<file path="src/rtl/branch_resolver.sv">
// branch_resolver
// Consumer side of a 2-bit saturating branch predictor. Each fetched branch
// reserves a slot in an in-order FIFO and sends a one-cycle request to the
// predictor. The prediction comes back two edges later and is captured into
// the slot. When execute resolves the oldest captured branch, the actual
// direction is sent back to the predictor and mispredicts are flagged. A
// mispredict flushes every younger in-flight branch.
//
// Ports:
//   clk, rst          rising-edge clock, synchronous active-high reset
//   branch_valid      fetch offers a branch (accepted when branch_ready)
//   branch_ready      occupancy below DEPTH
//   pred_request      one-cycle pulse to the predictor per accepted branch
//   pred_in           prediction from the predictor (1 = taken)
//   outcome_valid     execute resolves the oldest branch
//   outcome_taken     actual direction
//   upd_result        one-cycle update pulse to the predictor
//   upd_taken         actual direction for the update
//   mispredict        one-cycle pulse when direction != stored prediction
//   head_pred         stored prediction of oldest captured entry (0 if none)
//   occupancy         reserved entries, including those awaiting capture
//   branch_count      resolved branches, saturating
//   miss_count        mispredicts, saturating
//   underflow_err     sticky: outcome arrived with no captured head entry
module branch_resolver #(
   parameter int DEPTH = 4,
   parameter int CNT_W = 16
) (
   input  logic                     clk,
   input  logic                     rst,
   input  logic                     branch_valid,
   output logic                     branch_ready,
   output logic                     pred_request,
   input  logic                     pred_in,
   input  logic                     outcome_valid,
   input  logic                     outcome_taken,
   output logic                     upd_result,
   output logic                     upd_taken,
   output logic                     mispredict,
   output logic                     head_pred,
   output logic [$clog2(DEPTH):0]   occupancy,
   output logic [CNT_W-1:0]         branch_count,
   output logic [CNT_W-1:0]         miss_count,
   output logic                     underflow_err
);

   localparam int AW = $clog2(DEPTH);
   localparam int OW = AW + 1;

   logic [DEPTH-1:0] pred_mem;
   logic [DEPTH-1:0] cap_bits;
   logic [AW-1:0]    rd_ptr;
   logic [AW-1:0]    wr_ptr;
   logic [AW-1:0]    s1_idx;
   logic             s2_valid;
   logic [AW-1:0]    s2_idx;

   logic accept;
   logic head_captured;
   logic resolve;
   logic miss;

   // Handshake and resolve decode. Pointers alone cannot tell full from
   // empty, so the head is only trusted when occupancy is non-zero.
   always_comb begin
      branch_ready  = (occupancy < OW'(DEPTH));
      accept        = branch_valid && branch_ready;
      head_captured = (occupancy != '0) && cap_bits[rd_ptr];
      resolve       = outcome_valid && head_captured;
      miss          = resolve && (outcome_taken != pred_mem[rd_ptr]);
      head_pred     = head_captured && pred_mem[rd_ptr];
   end

   // Request/capture pipeline, FIFO pointers, update pulses and counters.
   // The request register doubles as the first capture stage (its slot index
   // travels in s1_idx); s2 holds the slot whose prediction is on pred_in.
   // A mispredict kills both stages so stale predictions never land, but a
   // branch accepted in that same cycle still starts its own request.
   always_ff @(posedge clk) begin
      if (rst) begin
         pred_mem      <= '0;
         cap_bits      <= '0;
         rd_ptr        <= '0;
         wr_ptr        <= '0;
         s1_idx        <= '0;
         s2_valid      <= 1'b0;
         s2_idx        <= '0;
         pred_request  <= 1'b0;
         upd_result    <= 1'b0;
         upd_taken     <= 1'b0;
         mispredict    <= 1'b0;
         occupancy     <= '0;
         branch_count  <= '0;
         miss_count    <= '0;
         underflow_err <= 1'b0;
      end else begin
         pred_request <= accept;
         s1_idx       <= wr_ptr;
         s2_valid     <= pred_request && !miss;
         s2_idx       <= s1_idx;

         upd_result <= resolve;
         upd_taken  <= resolve && outcome_taken;
         mispredict <= miss;

         if (outcome_valid && !head_captured)
            underflow_err <= 1'b1;

         if (resolve && (branch_count != {CNT_W{1'b1}}))
            branch_count <= branch_count + CNT_W'(1);
         if (miss && (miss_count != {CNT_W{1'b1}}))
            miss_count <= miss_count + CNT_W'(1);

         if (s2_valid && !miss) begin
            pred_mem[s2_idx] <= pred_in;
            cap_bits[s2_idx] <= 1'b1;
         end

         if (resolve) begin
            cap_bits[rd_ptr] <= 1'b0;
            rd_ptr           <= rd_ptr + AW'(1);
         end

         if (accept) begin
            cap_bits[wr_ptr] <= 1'b0;
            wr_ptr           <= wr_ptr + AW'(1);
         end

         // On a flush the head jumps to the current write slot, which is
         // exactly where a same-cycle accept lands.
         if (miss) begin
            cap_bits  <= '0;
            rd_ptr    <= wr_ptr;
            occupancy <= OW'(accept);
         end else begin
            occupancy <= occupancy + OW'(accept) - OW'(resolve);
         end
      end
   end

endmodule

</file>
<file path="config.mk">
export PLATFORM = sky130hd
export DESIGN_NAME = branch_resolver
export DESIGN_NICKNAME = d
export VERILOG_FILES = /design/src/rtl/branch_resolver.sv
export SDC_FILE = /design/constraint.sdc
export NUM_CORES = 1
export LEC_CHECK = 0
export ABC_AREA = 1
export CORE_MARGIN = 2
export CORE_UTILIZATION = 45
export DETAILED_ROUTE_END_ITERATION = 6
export PLACE_DENSITY_LB_ADDON = 0.25
export REMOVE_ABC_BUFFERS = 1
export SYNTH_ARGS = -nofsm -noshare
export SYNTH_HDL_FRONTEND = slang
export SYNTH_SLANG_ARGS = --single-unit
</file>
<file path="constraint.sdc">
create_clock -name clk -period 5.1 [get_ports clk]
set_clock_uncertainty 0.2 [all_clocks]
set_input_delay 1.275 -clock clk [delete_from_list [all_inputs] [get_ports clk]]
set_output_delay 1.275 -clock clk [all_outputs]
set_load 0.01 [all_outputs]
</file>
# ---- Yosys cells after proc, flatten, opt, wreduce, memory -nomap -nowiden
# Index checks and enable logic that the tools add are counted.
dict set report classes {
  n_reduce_logical 19
  addsub 6
  magnitude_cmp 7
  n_bitwise 5
  n_eq_ne 3
  n_mux 19
}
# cell count
set ops {}
lappend ops {{adder 16 x 1 -> 16 bit, second input constant} 2}
lappend ops {{!= test 16 bit, second input constant} 2}
lappend ops {{two-way mux 4 bit} 5}
lappend ops {{logical AND 1 bit} 14}
lappend ops {{less-than comparator 2 x 3 -> 1 bit, second input constant} 3}
lappend ops {{bitwise AND 4 bit} 2}
lappend ops {{inverter 4 bit} 2}
lappend ops {{demux 1 bit (select 2 bit)} 3}
lappend ops {{greater-or-equal comparator 2 x 1 -> 1 bit, second input constant} 3}
lappend ops {{two-way mux 1 bit} 6}
lappend ops {{adder 2 x 1 -> 2 bit, second input constant} 2}
lappend ops {{binary-select mux 1 bit (select 2 bit)} 2}
lappend ops {{bitwise mux 4 bit} 1}
lappend ops {{two-way mux 2 bit} 2}
lappend ops {{bitwise OR 4 bit} 1}
lappend ops {{adder 3 x 1 -> 3 bit} 1}
lappend ops {{less-than comparator 3 bit, second input constant} 1}
lappend ops {{nonzero test 3 bit} 1}
lappend ops {{subtractor 3 x 1 -> 3 bit} 1}
lappend ops {{logical NOT 1 bit} 2}
lappend ops {{nonzero test 2 bit} 1}
lappend ops {{OR reduction 2 bit} 1}
lappend ops {{!= test 1 bit} 1}
dict set report totals {
  reg_bits 57
  elab_cells 75
  output_inout_bits 42
  in_bits 6
}

# ---- Depth between registers and ports, before layout
# Gate-level depths: netlist (run 1).
dict set report depth {
  depth_word 14
  depth_mapped 13
  ltp_nobuf 13
}

# ---- Least setup slack after synthesis (run 1)
# OpenSTA, ideal clock, no wires.
dict set report synth_timing {
  kind {input -> register}
  startpoint {in outcome_valid}
  endpoint {reg occupancy[2]}
  arrival_time_ns 2.505
  path_stages 9
  setup_ns 0.116
  path_slack_ns 2.279
  required_ns 4.784
  n_path_buf 0
  path_cell_list {inv_1 > nor2_4 > ha_1 > inv_1 > ha_1 > inv_1 > fa_1 > xor2_1 > nor2_1}
}
dict set report synth_between {
  elab_chain_len 3
  word_cells_on_any_way 4
  classes_between {add/sub (1); reduce/logical (3)}
}
# item line
set synth_rtl {}
lappend synth_rtl {{start: declaration} 35} ;# input logic outcome_valid,
lappend synth_rtl {{logical AND 1 bit (*)} 69} ;# resolve = outcome_valid && head_captured;
lappend synth_rtl {{net resolve} 60} ;# logic resolve;
lappend synth_rtl {{parallel branches: the longest is 2 deep, another holds subtractor 3 x 1 -> 3 bit} -}
lappend synth_rtl {{end signal: assignment} 134} ;# occupancy <= OW'(accept);
lappend synth_rtl {{end signal: assignment} 136} ;# occupancy <= occupancy + OW'(accept) - OW'(resolve);
lappend synth_rtl {{end: declaration} 41} ;# output logic [$clog2(DEPTH):0] occupancy,
# Mark *: on every way through the listed nets, which the timed path passes.
# A chain may end at the register's enable or synchronous reset.

# ---- Worst setup path in the final report (run 1)
dict set report layout_timing {
  startpoint {reg rd_ptr[0]}
  endpoint {out head_pred}
}
dict set report layout_between {
  elab_chain_len 4
  word_cells_on_any_way 6
  classes_between {mux (4); reduce/logical (2)}
}
# item line
set layout_rtl {}
lappend layout_rtl {{start: declaration} 52} ;# logic [AW-1:0] rd_ptr;
lappend layout_rtl {{start signal: assignment} 121} ;# rd_ptr <= rd_ptr + AW'(1);
lappend layout_rtl {{start signal: assignment} 133} ;# rd_ptr <= wr_ptr;
lappend layout_rtl {{binary-select mux 1 bit (select 2 bit)} 68} ;# head_captured = (occupancy != '0) && cap_bits[rd_ptr];
lappend layout_rtl {{two-way mux 1 bit (implied by the code)} 68}
lappend layout_rtl {{logical AND 1 bit} 68}
lappend layout_rtl {{logical AND 1 bit (*)} 71} ;# head_pred = head_captured && pred_mem[rd_ptr];
lappend layout_rtl {{end: declaration} 40} ;# output logic head_pred,
# Mark *: on every way between the ends. The rest lies on a longest branch, timed or not. The select of a mux whose other input is x is not followed.

==> results of run 1 <==
-- stage by stage --
step                utilization (%)  worst slack [ps]
finish                         57.5              1650
global route                   57.5              1530
CTS                            57.5              1650
detailed placement             54.6              1590
global placement               54.6              1640
floorplan                         -              2280
-- synthesized netlist by cell type, drive strengths merged --
master    n
a21oi    31
inv      57
nor3b     1
o22a      1
o21ai    10
xor2     15
nand4    10
nor2     60
nor3     13
o21a      1
buf       4
ha       12
nand2   117
dfxtp    57
fa        1
nand3    47
xnor2     7
clkbuf    7
-- sequential cells by signal, summed over array words and instances, names as in the netlist --
name and cells:
branch_count 16, cap_bits 4, mispredict 1, miss_count 16, occupancy 3, pred_mem 4
pred_request 1, rd_ptr 2, s1_idx 2, s2_idx 2, s2_valid 1, underflow_err 1
upd_result 1, upd_taken 1, wr_ptr 2
-- cell type report --
cell class	count	area [sq um]
fill	664	2910
multi-input combinational	326	1780
sequential	57	1140
timing repair buffer	48	478
inverter	57	214
clock buffer	12	155
tap	96	120
clock inverter	3	40.0
-- power breakdown --
group	total, uW	switching [uW]	internal [uW]
clock	423	175	248
combinational	164	95.4	68.5
sequential	488	20.2	468
-- how the worst max path moves through the flow --
stage	cells past startpoint	start	to
floorplan	9	outcome_valid	occupancy[2]$_SDFF_PP0_
global route	7	rd_ptr[0]$_SDFFE_PP0P_	head_pred
global placement	10	outcome_valid	occupancy[2]$_SDFF_PP0_
finish	7	rd_ptr[0]$_SDFFE_PP0P_	head_pred
CTS	7	rd_ptr[0]$_SDFFE_PP0P_	head_pred
detailed placement	10	outcome_valid	occupancy[2]$_SDFF_PP0_
-- cells by family (layout without fill, tap and decap cells) --
kind of cell / Yosys count / count (layout) / synth area share, %
AND/OR/NAND/NOR: 248 / 248 / 36.1
buffers and inverters: 68 / 120 / 8.80
flip-flops: 57 / 57 / 35.7
AO/OA/AOI/OAI: 43 / 43 / 8.10
XOR/XNOR: 22 / 22 / 6.02
adder cells (fa/ha/maj): 13 / 13 / 5.32
-- tightest hold or removal path, delay by kind of cell (launching register included) --
family | cells | cell delay [ps]
flip-flops | 1 | 300
AND/OR/NAND/NOR | 1 | 30
buffers and inverters | 1 | 40
-- metal layers --
metal	share of wire, %	wire [microns]	vias to the layer above
met5	0	0	-
met4	1.7	122	0
met3	4.7	335	11
met2	43	3100	71
met1	50	3600	1305
li1	-	-	1524
==> impl_metrics.tcl, run 1 <==
set metrics [dict create \
    cts_resized 0 \
    setup_viol 0 \
    cpMostUsedCell "nand2_1" \
    critical_path_buf_inv_count 2 \
    synthCells 451 \
    grt_use_met1_pct 27.3 \
    tightest_slew_ps 875 \
    vias 2911 \
    layout_common_cells "106 x nand2_1, 57 x dfxtp_1, 56 x inv_1, 56 x nor2_1, 47 x clkdlybuf4s50_1" \
    die_y_microns 88.3 \
    nets 518 \
    grt_pass1_wl_mm 12.3 \
    grt_pass1_vias 2712 \
    ioPinCount 48 \
    required_ps 3620 \
    maxSlewViolCount 0 \
    min_path_type "reg -> reg" \
    ys_ff_latch 57 \
    cts_buffers 9 \
    initial_core_util_pct 46.8 \
    holdPathStages 2 \
    cp_cell_sequence "inv_2, nand2_1, nand3_1, nand2_2, nand2_1, nor2_1, clkdlybuf4s50_1" \
    syn_area_sq_um 3200 \
    yosysSeqAreaShare_pct 35.7 \
    setup_tns_ps 0 \
    ant_nets 0 \
    synth_top_area_share_pct 35.7 \
    die-width_microns 88.3 \
    syn-mean-instance-area_sq_um 7.09 \
    period_share_pct 67.7 \
    yosys_warnings 0 \
    holdBufCountCts 0 \
    rsz0062_at_grt "false" \
    clkTransAtPathRegs_ps 60 \
    place_inst 584 \
    slew_headroom_pct 41.5 \
    fmax_mhz 290 \
    cts-root-buf "clkbuf_8" \
    synth_area_leaders "dfxtp_1 36%, nand2_1 12%, nand3_1 7.2%, inv_1 6.6%, nor2_1 6.6%" \
    wl_per_cell_microns 11.9 \
    hpwl_mm 5.10 \
    antenna_found_initial 0 \
    grt_busiest_layer "met2" \
    detail_route.iter0.violations 148 \
    routed_wl_mm 7.16 \
    h-tree-depth 3 \
    power_density_nw_per_um2 274 \
    max_cap_viol_count 0 \
    cp-end-kind "primary output" \
    critPathLaunchType "register" \
    holdWs_ps 211 \
    r2r-end "occupancy[2]$_SDFF_PP0_" \
    die-area_sq_um 7800 \
    cts_tree "yes" \
    cpMaxStageDelayCell "clkdlybuf4s50_1" \
    layout_commonest_cell "nand2_1" \
    grt_util_met2_pct 30.3 \
    critPathKind "reg -> out" \
    rr_startpoint "rd_ptr[0]$_SDFFE_PP0P_" \
    port_buffers 47 \
    holdPathEnd "s2_idx[0]$_SDFF_PP0_" \
    hold_viol_final 0 \
    drc 0 \
    grt_use_met3_pct 4.48 \
    r2r.worst_path.cells 13 \
    stdcell_area_sq_um 3930 \
    grtUsageTotal_pct 19.9 \
    drt_pass1_iterations 4 \
    gp_congestion 0.907 \
    hp-start "s1_idx[0]$_SDFF_PP0_" \
    status "completed" \
    p_leak_uw 0.00152 \
    diodes 0 \
    power.total_uw 1080 \
    drive_gt1_share_pct 9.34 \
    grt_max_degree 22 \
    final_cells 599 \
    via_per_inst 4.86 \
    ctsLongestPathBuffers 2 \
    clk_latency_ps 330 \
    gr-total-overflow 0 \
    cp.arrival_ps 1980 \
    placed_area_sq_um 3730 \
    critical-path-top-delay-family "buffers and inverters" \
    cpPeakStageDelay_ps 530 \
    peakVddDrop_v 0.000153 \
    period_minus_slack_ps 3450 \
    area_growth_pct 22.7 \
    post-cts-setup-buffers 0 \
    core_sq_um 6830 \
    rows 30 \
    yosys.area.top_type "dfxtp_1" \
    cts_sinks 57 \
    synth.distinct_cells 30 \
    critPathMaxFanout 8 \
    r2r_slack_ps 2490 \
]
Power figures use the tool's default switching activity.
==> run 2: changes to the inputs <==
clock period = 3.08 ns   (was 5.1 ns; I/O delays follow)
==> run 2 against run 1 <==
Net effect: die area did not move; non-clock buffer count rose by 3; global-route usage fell by 0.59 points; via count rose by 1.5%; hold slack got worse by 3.6 ps; final cell count rose by 0.67%; first-iteration DRC count fell by 14%; utilization barely moved; critical path depth did not move; flip-flop and latch count did not move; sequential power rose by 66%; setup slack got worse by 1400 ps; critical path type unchanged; critical endpoint unchanged.
==> impl_metrics.tcl, run 2 (synthesis gave the netlist of run 1 again) <==
set metrics [dict create \
    status "completed" \
    tightest_slew_ps 587 \
    seq_area_sq_um 1140 \
    cp.arrival_ps 1890 \
    detail_route.iter0.violations 127 \
    die_y_microns 88.3 \
    rsz0062_at_grt "false" \
    ioPinCount 48 \
    hpwl_mm 5.04 \
    die-width_microns 88.3 \
    clk_latency_ps 340 \
    period_share_pct 92.7 \
    largestRegisters "branch_count (16), miss_count (16)" \
    critical_path_buf_inv_count 2 \
    cts_sinks 57 \
    setup_tns_ps 0 \
    routed_wl_mm 7.05 \
    drt_pass1_iterations 5 \
    r2r.worst_path.cells 7 \
    slew_headroom_pct 60.9 \
    fill_cells 642 \
    power_density_nw_per_um2 437 \
    cpMaxStageDelayCell "clkdlybuf4s50_1" \
    fmax_mhz 350 \
    drc 0 \
    port_buffers 47 \
    layout_commonest_cell "nand2_1" \
    critPathKind "reg -> out" \
    grt_max_degree 20 \
    worst-path-stages 7 \
    cts-root-buf "clkbuf_8" \
    critPathMaxFanout 8 \
    holdPathStages 2 \
    diodes 0 \
    h-tree-depth 3 \
    setup_viol 0 \
    via_per_inst 4.90 \
    drive_gt1_share_pct 10.1 \
    critPathLaunchType "register" \
    hold_viol_final 0 \
    holdWs_ps 208 \
    period_minus_slack_ps 2860 \
    cpPeakStageDelay_ps 540 \
    cpMostUsedCell "nand2_1" \
    min_path_type "reg -> reg" \
    multi_input_area_sq_um 1780 \
    cts_buffers 9 \
    rows 30 \
    layout_common_cells "106 x nand2_1, 56 x inv_1, 56 x nor2_1, 56 x dfxtp_1, 47 x clkdlybuf4s50_1" \
    maxSlewViolCount 0 \
    clkTransAtPathRegs_ps 70 \
    p_leak_uw 0.00153 \
    area_growth_pct 22.8 \
    wl_per_cell_microns 11.7 \
    initial_core_util_pct 46.8 \
    ctsLongestPathBuffers 2 \
    vias 2955 \
    die-area_sq_um 7800 \
    gp_congestion 0.901 \
    antenna_found_initial 0 \
    core_sq_um 6830 \
    gr-total-overflow 0 \
    cp_cell_sequence "inv_2, nand2_1, nand3_1, nand2_2, nand2_1, nor2_1, clkdlybuf4s50_1" \
    grtUsageTotal_pct 19.3 \
    cp-end-kind "primary output" \
    grt_pass1_wl_mm 11.8 \
    ant_nets 0 \
    nets 521 \
    peakVddDrop_v 0.000287 \
    grt_pass1_vias 2621 \
    cts_tree "yes" \
    critical-path-top-delay-family "buffers and inverters" \
    post-cts-setup-buffers 0 \
    required_ps 2110 \
    max_cap_viol_count 0 \
]
[run 2: power breakdown]
part,leakage (uW),internal [uW],switching (uW)
combinational,0.000972,116,158
sequential,0.000462,775,32.7
clock,0.0000932,332,301
[run 2: timing repair]
| action | CTS | global route |
|---|---|---|
| endpoints found under the setup margin | 0 | 1 |
| hold buffers | 0 | 0 |
| resized for setup | 0 | 1 |
| endpoints found under the hold margin | 0 | 0 |
[run 2: worst register-to-register path, cell delays in order, from the launching register on]
cell and delay, ps:
dfxtp_1 430, ha_1 290, nand3_1 100, nor2_1 310, nand4_1 200, o21ai_2 510
nand2_1 140, a21oi_2 150
[run 2: cell type report]
type | count | area share, %
inverters | 57 | 5.45
clock inverters | 3 | 0.382
multi-input cells | 326 | 45.2
flip-flops and latches | 57 | 29.1
clock buffers | 13 | 4.05
well taps | 96 | 3.06
repair buffers | 51 | 12.7
[run 2: per-stage QoR]
| step | power [uW] | utilization, % | std cells | setup slack [ps] | cell area (sq um) |
|---|---|---|---|---|---|
| after global placement | 1090 | 54.9 | 587 | 229 | 3750 |
| after global routing | 1810 | 57.5 | 603 | 109 | 3930 |
| after detailed placement | 1100 | 54.9 | 587 | 209 | 3750 |
| after floorplan | 990 | - | 440 | 745 | 3130 |
| after CTS | 1720 | 57.5 | 603 | 113 | 3930 |
| final | 1710 | 57.5 | 603 | 225 | 3930 |
[run 2: per-layer routing]
layer  GRT usage, %  wire (microns)  vias up
li1               -               -     1536
met1           25.2            3480     1326
met2           30.1            3140       80
met3           3.64             307       13
met4           10.5             129        0
met5              0               0        -
[run 2: final timing paths]
kind,start,to,slack [ps]
setup reg to reg,branch_count[0]$_SDFFE_PP0P_,branch_count[10]$_SDFFE_PP0P_,690
hold reg to reg,s1_idx[0]$_SDFF_PP0_,s2_idx[0]$_SDFF_PP0_,210
setup / recovery,rd_ptr[0]$_SDFFE_PP0P_,head_pred,220
hold / removal,s1_idx[0]$_SDFF_PP0_,s2_idx[0]$_SDFF_PP0_,210
